File: config.mk
export PLATFORM = sky130hd
export DESIGN_NAME = fft_butterfly_scheduler
export DESIGN_NICKNAME = d
export VERILOG_FILES = /design/src/rtl/fft_butterfly_scheduler.sv
export SDC_FILE = /design/constraint.sdc
export NUM_CORES = 1
export LEC_CHECK = 0
export BUFFER_PORTS_ARGS = -buffer_cell sky130_fd_sc_hd__buf_2
export CAP_MARGIN = 20
export CORE_MARGIN = 4
export CORE_UTILIZATION = 35
export CTS_CLUSTER_DIAMETER = 40
export DETAILED_ROUTE_END_ITERATION = 10
export GPL_TIMING_DRIVEN = 0
export SYNTH_ARGS = -nofsm -noshare
export SYNTH_HDL_FRONTEND = slang
export SYNTH_SLANG_ARGS = --single-unit
File: constraint.sdc
create_clock -name clk -period 3.48 [get_ports clk]
set_clock_uncertainty 0.2 [all_clocks]
set_input_delay 0.348 -clock clk [delete_from_list [all_inputs] [get_ports clk]]
set_output_delay 0.348 -clock clk [all_outputs]
set_load 0.05 [all_outputs]
File: src/rtl/fft_butterfly_scheduler.sv
// fft_butterfly_scheduler
//   Walks an in-place radix-2 DIF FFT of N = 2**FFT_N points: for every
//   stage it issues N/2 butterflies (operand addresses plus twiddle address),
//   then waits for the butterfly pipeline to report N/2 completions before
//   moving to the next stage.
//
//   Optional feature: define FFT_SCHED_STALL_EN to add a 'stall' input that
//   pauses issue. The default build has no stall port, and issue never pauses.
//
//   Strobe semantics: rd_en is a single-cycle read strobe that carries
//   rd_addr_a/rd_addr_b/twiddle_addr in the same cycle. iact/ictrl/bfly_index
//   are the same strobe registered one cycle later. oact is a single-cycle
//   completion strobe from the pipeline and is counted only while a pass is
//   in ISSUE or DRAIN. There is no back-pressure, apart from 'stall' when it
//   is enabled. All address and control outputs are zero whenever rd_en or
//   iact is low.
module fft_butterfly_scheduler #(
  parameter int FFT_N = 10
) (
  input  logic                       clk,
  input  logic                       reset,
  input  logic                       start,
`ifdef FFT_SCHED_STALL_EN
  input  logic                       stall,
`endif
  output logic [FFT_N-1:0]           rd_addr_a,
  output logic [FFT_N-1:0]           rd_addr_b,
  output logic [FFT_N-2:0]           twiddle_addr,
  output logic                       rd_en,
  output logic                       iact,
  output logic [1:0]                 ictrl,
  output logic [FFT_N-2:0]           bfly_index,
  input  logic                       oact,
  output logic [$clog2(FFT_N)-1:0]   stage,
  output logic                       busy,
  output logic                       done,
  output logic [1:0]                 state_dbg
);

  localparam int SW = $clog2(FFT_N);
  localparam int KW = FFT_N - 1;
  localparam int CW = FFT_N;

  localparam logic [SW-1:0] LAST_STAGE = SW'(FFT_N - 1);
  localparam logic [KW-1:0] K_LAST     = {KW{1'b1}};
  localparam logic [CW-1:0] CNT_FULL   = {1'b1, {(CW-1){1'b0}}};

  typedef enum logic [1:0] {
    S_IDLE  = 2'd0,
    S_ISSUE = 2'd1,
    S_DRAIN = 2'd2,
    S_DONE  = 2'd3
  } state_t;

  state_t        state_q, state_d;
  logic [KW-1:0] k_q, k_d;
  logic [SW-1:0] stage_q, stage_d;
  logic [CW-1:0] cnt_q, cnt_d;
  logic [CW-1:0] cnt_upd;
  logic          rd_en_c;
  logic          stall_w;

  logic          iact_q;
  logic [1:0]    ictrl_q;
  logic [KW-1:0] bfly_q;

`ifdef FFT_SCHED_STALL_EN
  assign stall_w = stall;
`else
  assign stall_w = 1'b0;
`endif

  // Completion count with this cycle's oact folded in, saturating at N/2.
  always_comb begin
    cnt_upd = cnt_q;
    if ((state_q == S_ISSUE || state_q == S_DRAIN) && oact && (cnt_q != CNT_FULL))
      cnt_upd = cnt_q + CW'(1);
  end

  // Next-state logic: issue sequencing, stage advance and completion tracking.
  always_comb begin
    state_d = state_q;
    k_d     = k_q;
    stage_d = stage_q;
    cnt_d   = cnt_q;
    rd_en_c = 1'b0;
    case (state_q)
      S_IDLE: begin
        if (start) begin
          state_d = S_ISSUE;
          k_d     = '0;
          stage_d = '0;
          cnt_d   = '0;
        end
      end
      S_ISSUE: begin
        cnt_d = cnt_upd;
        if (!stall_w) begin
          rd_en_c = 1'b1;
          if (k_q == K_LAST) state_d = S_DRAIN;
          else               k_d     = k_q + KW'(1);
        end
      end
      S_DRAIN: begin
        cnt_d = cnt_upd;
        // The oact arriving this cycle counts, so the next stage issues the
        // cycle right after the final completion.
        if (cnt_upd == CNT_FULL) begin
          if (stage_q != LAST_STAGE) begin
            state_d = S_ISSUE;
            stage_d = stage_q + SW'(1);
            k_d     = '0;
            cnt_d   = '0;
          end else begin
            state_d = S_DONE;
          end
        end
      end
      S_DONE: begin
        state_d = S_IDLE;
      end
      default: begin
        state_d = S_IDLE;
      end
    endcase
  end

  // State register; reset aborts any pass in flight.
  always_ff @(posedge clk or negedge reset) begin
    if (!reset) begin
      state_q <= S_IDLE;
      k_q     <= '0;
      stage_q <= '0;
      cnt_q   <= '0;
    end else begin
      state_q <= state_d;
      k_q     <= k_d;
      stage_q <= stage_d;
      cnt_q   <= cnt_d;
    end
  end

  // Address generation: insert a zero bit at position (FFT_N-1-stage) into k
  // to get the upper operand, and set that bit to get the lower operand. The
  // bits of k below that position are the position within the group, and
  // that value shifted left by the stage number is the twiddle index.
  logic [SW-1:0]    shamt;
  logic [FFT_N-1:0] span_bit;
  logic [KW-1:0]    pos_mask;
  logic [KW-1:0]    pos;
  logic [KW-1:0]    hi;
  logic [FFT_N-1:0] addr_a;
  logic [KW-1:0]    tw;

  // Combinational butterfly address and twiddle computation for the current k.
  always_comb begin
    shamt    = LAST_STAGE - stage_q;
    span_bit = FFT_N'(1) << shamt;
    pos_mask = KW'(span_bit - FFT_N'(1));
    pos      = k_q & pos_mask;
    hi       = k_q & ~pos_mask;
    addr_a   = {hi, 1'b0} | {1'b0, pos};
    tw       = pos << stage_q;
  end

  assign rd_en        = rd_en_c;
  assign rd_addr_a    = rd_en_c ? addr_a              : '0;
  assign rd_addr_b    = rd_en_c ? (addr_a | span_bit) : '0;
  assign twiddle_addr = rd_en_c ? tw                  : '0;

  // Butterfly-side strobe and tags, one cycle behind the read strobe so
  // they line up with the operand memory output.
  always_ff @(posedge clk or negedge reset) begin
    if (!reset) begin
      iact_q  <= 1'b0;
      ictrl_q <= 2'b00;
      bfly_q  <= '0;
    end else begin
      iact_q     <= rd_en_c;
      ictrl_q[0] <= rd_en_c && (k_q == '0);
      ictrl_q[1] <= rd_en_c && (k_q == K_LAST) && (stage_q == LAST_STAGE);
      bfly_q     <= rd_en_c ? k_q : '0;
    end
  end

  assign iact       = iact_q;
  assign ictrl      = ictrl_q;
  assign bfly_index = bfly_q;
  assign stage      = stage_q;
  assign busy       = (state_q != S_IDLE);
  assign done       = (state_q == S_DONE);
  assign state_dbg  = state_q;

endmodule

==> results.ini <==
[timing]
final_hold_viol_count = 0
drv_slew = 0
worst_slew_pin_slew_ns = 0.8664
finalSetupViolCount = 0
max_freq_mhz = 290.2
slew_headroom_pct = 42.24
min_period_ns = 3.446
post-route-period-util_pct = 99.02

[synth]
yosysWarnings = 0
synth-main-ff-cell = dfrtp_1
synth.area.top_cells = dfrtp_1 (29%), ha_1 (6.3%), nand2_1 (4.9%), mux2i_1 (3.8%), o21ai_0 (3.8%)
yosys_register_bits = 37
syn_inst = 387
synth_top_area_share_pct = 29.23
yosysTopAreaCell = dfrtp_1
syn_nets = 407
synthArstFlopShare_pct = 100.0
avgSynthCellArea_sq_um = 8.186
synth-edff-count = 0
seq_area_frac_synth_pct = 29.23
ys_types = 64
synth_common_cells = nand2_1 (41), dfrtp_1 (37), nor2_1 (29), o21ai_0 (24), nand3_1 (23)
synth_area_sq_mm = 0.003168
synth.most_common_cell = nand2_1

[clock_network]
path_clk_slew_ns = 0.08
clockBufferDepth = 2
clockRootBuffer = clkbuf_8
h-tree-depth = 2
cts_tree = yes
numCtsBuffers = 5
cts.sinks = 37
insertion_delay_ns = 0.31

[die]
fp.dieW_microns = 103.1
dieArea_sq_mm = 0.01064
num_rows = 34
io_pins = 54
initial_utilization_pct = 36.15
core_area_sq_mm = 0.008763
die_y_microns = 103.1

[route]
wl_per_cell_microns = 16.91
antenna_left = 0
dr.pass1.iters = 4
vias = 3220
wirelength_microns = 9552
drt-initial-drc-count = 217
drc = 0
routed_via_density = 5.699

[setup_path]
crit_type = flop to output pin
r2r_slack_ns = 0.50
critPathCapture = twiddle_addr[8]
critPathLaunchType = flop
path_max_fanout = 6
startpoint = stage[0]
r2r-start = state_dbg[0]
endpoint_kind = output pin
cp.arrival_ns = 2.90
r2r_end = k_q[6]
worstPathRequired_ns = 2.93
rr_worst_depth = 10

[grt]
grt_pass1_wl_microns = 15190
antenna_found_initial = 0
grt_pass1_vias = 2942
grt.overflow.total = 0
grtUsageTotal_pct = 17.93
grt_start_max_net_pins = 38

[min_path]
worstHoldPathType = input port to flop

[power]
leakage_nw = 1.787
peakVddDrop_uv = 257.7
power_mw = 1.218
power_density_mw_per_mm2 = 302.9

[run_status]
outcome = finished clean

[final_layout]
drive_gt1_share_pct = 30.42
nets = 476
fin_area_sq_mm = 0.004021
antenna_cells = 0
syn_to_final_growth_pct = 26.94
fill_cells = 866
seq_area_sq_um = 929.6
multi_input_area_sq_mm = 0.002242

[placed_design]
gp_congestion = 0.8998
place_area_sq_mm = 0.003649
port_buffers = 53
hpwl_microns = 6886

[job]
max_cap_viol_count = 0

[kinds of logic (layout without fill, tap and decap cells)]
kind of cell               after synthesis  after routing  share of synthesized area (%)
muxes                                   14             14                          4.976
adders and majority gates               16             16                          6.319
AOI/OAI and AO/OA                      108            108                          24.80
buffers and inverters                   47            117                          6.556
xor gates and xnor gates                 3              3                         0.8295
and+or+nand+nor                        162            162                          27.29
DFF                                     37             37                          29.23
[report_power, final]
part	switching, mW	internal [mW]	total (mW)
clock	0.175	0.233	0.409
sequential	0.0303	0.458	0.488
combinational	0.188	0.133	0.321
total	0.393	0.825	1.22
[placed cells by master, fill, tap and decap left out, drive strengths merged, types with 4 or more instances in the layout]
master  synthesis  final
nand3          24     24
and3            5      5
o311ai          4      4
a21o            6      6
a22o            8      8
nor3           13     13
mux2i          12     12
a21oi          17     17
or2             4      4
inv            21     20
or3             5      5
and4            6      6
nor2           29     29
o21ai          26     26
clkbuf         17     20
dfrtp          37     37
ha             16     16
buf             9     73
nand2b          8      8
nor2b           4      4
and2           10     10
nand4           5      5
o211ai          7      7
o31ai           8      8
nand2          41     41
a31oi           4      4
[flip-flops by register name, summed over array words and instances, names as in the netlist]
register	count
k_q	9
stage	4
state_dbg	2
cnt_q	10
ictrl	2
iact	1
bfly_index	9
[through the flow]
step / util, % / instances / hold slack (ns) / setup TNS [ns] / worst slack [ns]
after global routing: 45.89 / 565 / 0.3025 / -0.04021 / -0.02550
after floorplan: - / 387 / -0.1476 / -0.1189 / -0.1189
after detailed placement: 41.63 / 548 / 0.3232 / -2.027 / -0.3905
final: 45.89 / 565 / 0.2812 / 0 / 0.03407
after global placement: 41.63 / 548 / 0.3229 / -1.405 / -0.3100
after CTS: 44.49 / 559 / 0.2648 / 0 / 0.004520
[worst max-delay path: stages (launching register included)]
cell,delay (ns)
dfrtp_2,0.38
buf_8,0.12
clkinvlp_4,0.15
ha_4,0.21
or4_4,0.56
nand3_4,0.12
o21ai_4,0.08
mux4_2,0.55
nand2_1,0.09
a31o_2,0.18
buf_8,0.15
[timing repair]
action | in CTS | in global routing
pin swaps | 2 | 2
hold endpoints to repair | 28 | 0
endpoints found under the setup margin | 15 | 9
resized for setup | 28 | 18
hold buffers | 1 | 0
setup buffers | 4 | 6
[layout make-up]
cell class	instances	area share, %
Multi-Input combinational cell	303	55.76
Sequential cell	37	23.12
Timing Repair Buffer	64	9.272
Buffer	24	3.391
Tap cell	108	3.360
Inverter	21	2.116
Clock buffer	6	2.054
Clock inverter	2	0.9334
[worst min-delay path by stage]
stage                     startpoint  slack [ns]             to  depth (start not counted)
after floorplan                reset       -0.15  bfly_index[0]                          0
after CTS                       oact        0.26       cnt_q[4]                          4
final                           oact        0.28       cnt_q[4]                          4
after global routing            oact        0.30       cnt_q[4]                          4
after detailed placement      k_q[7]        0.32       ictrl[0]                          1
after global placement        k_q[7]        0.32       ictrl[0]                          1
[per-layer routing]
layer | vias to the layer above | GRT usage, % | part of all wire [%]
met5 | - | 0 | 0
met4 | 0 | 5.578 | 1.6
met3 | 12 | 2.097 | 5.3
met2 | 109 | 27.92 | 47
met1 | 1547 | 25.91 | 46
li1 | 1552 | - | -
Power figures use the tool's default switching activity.
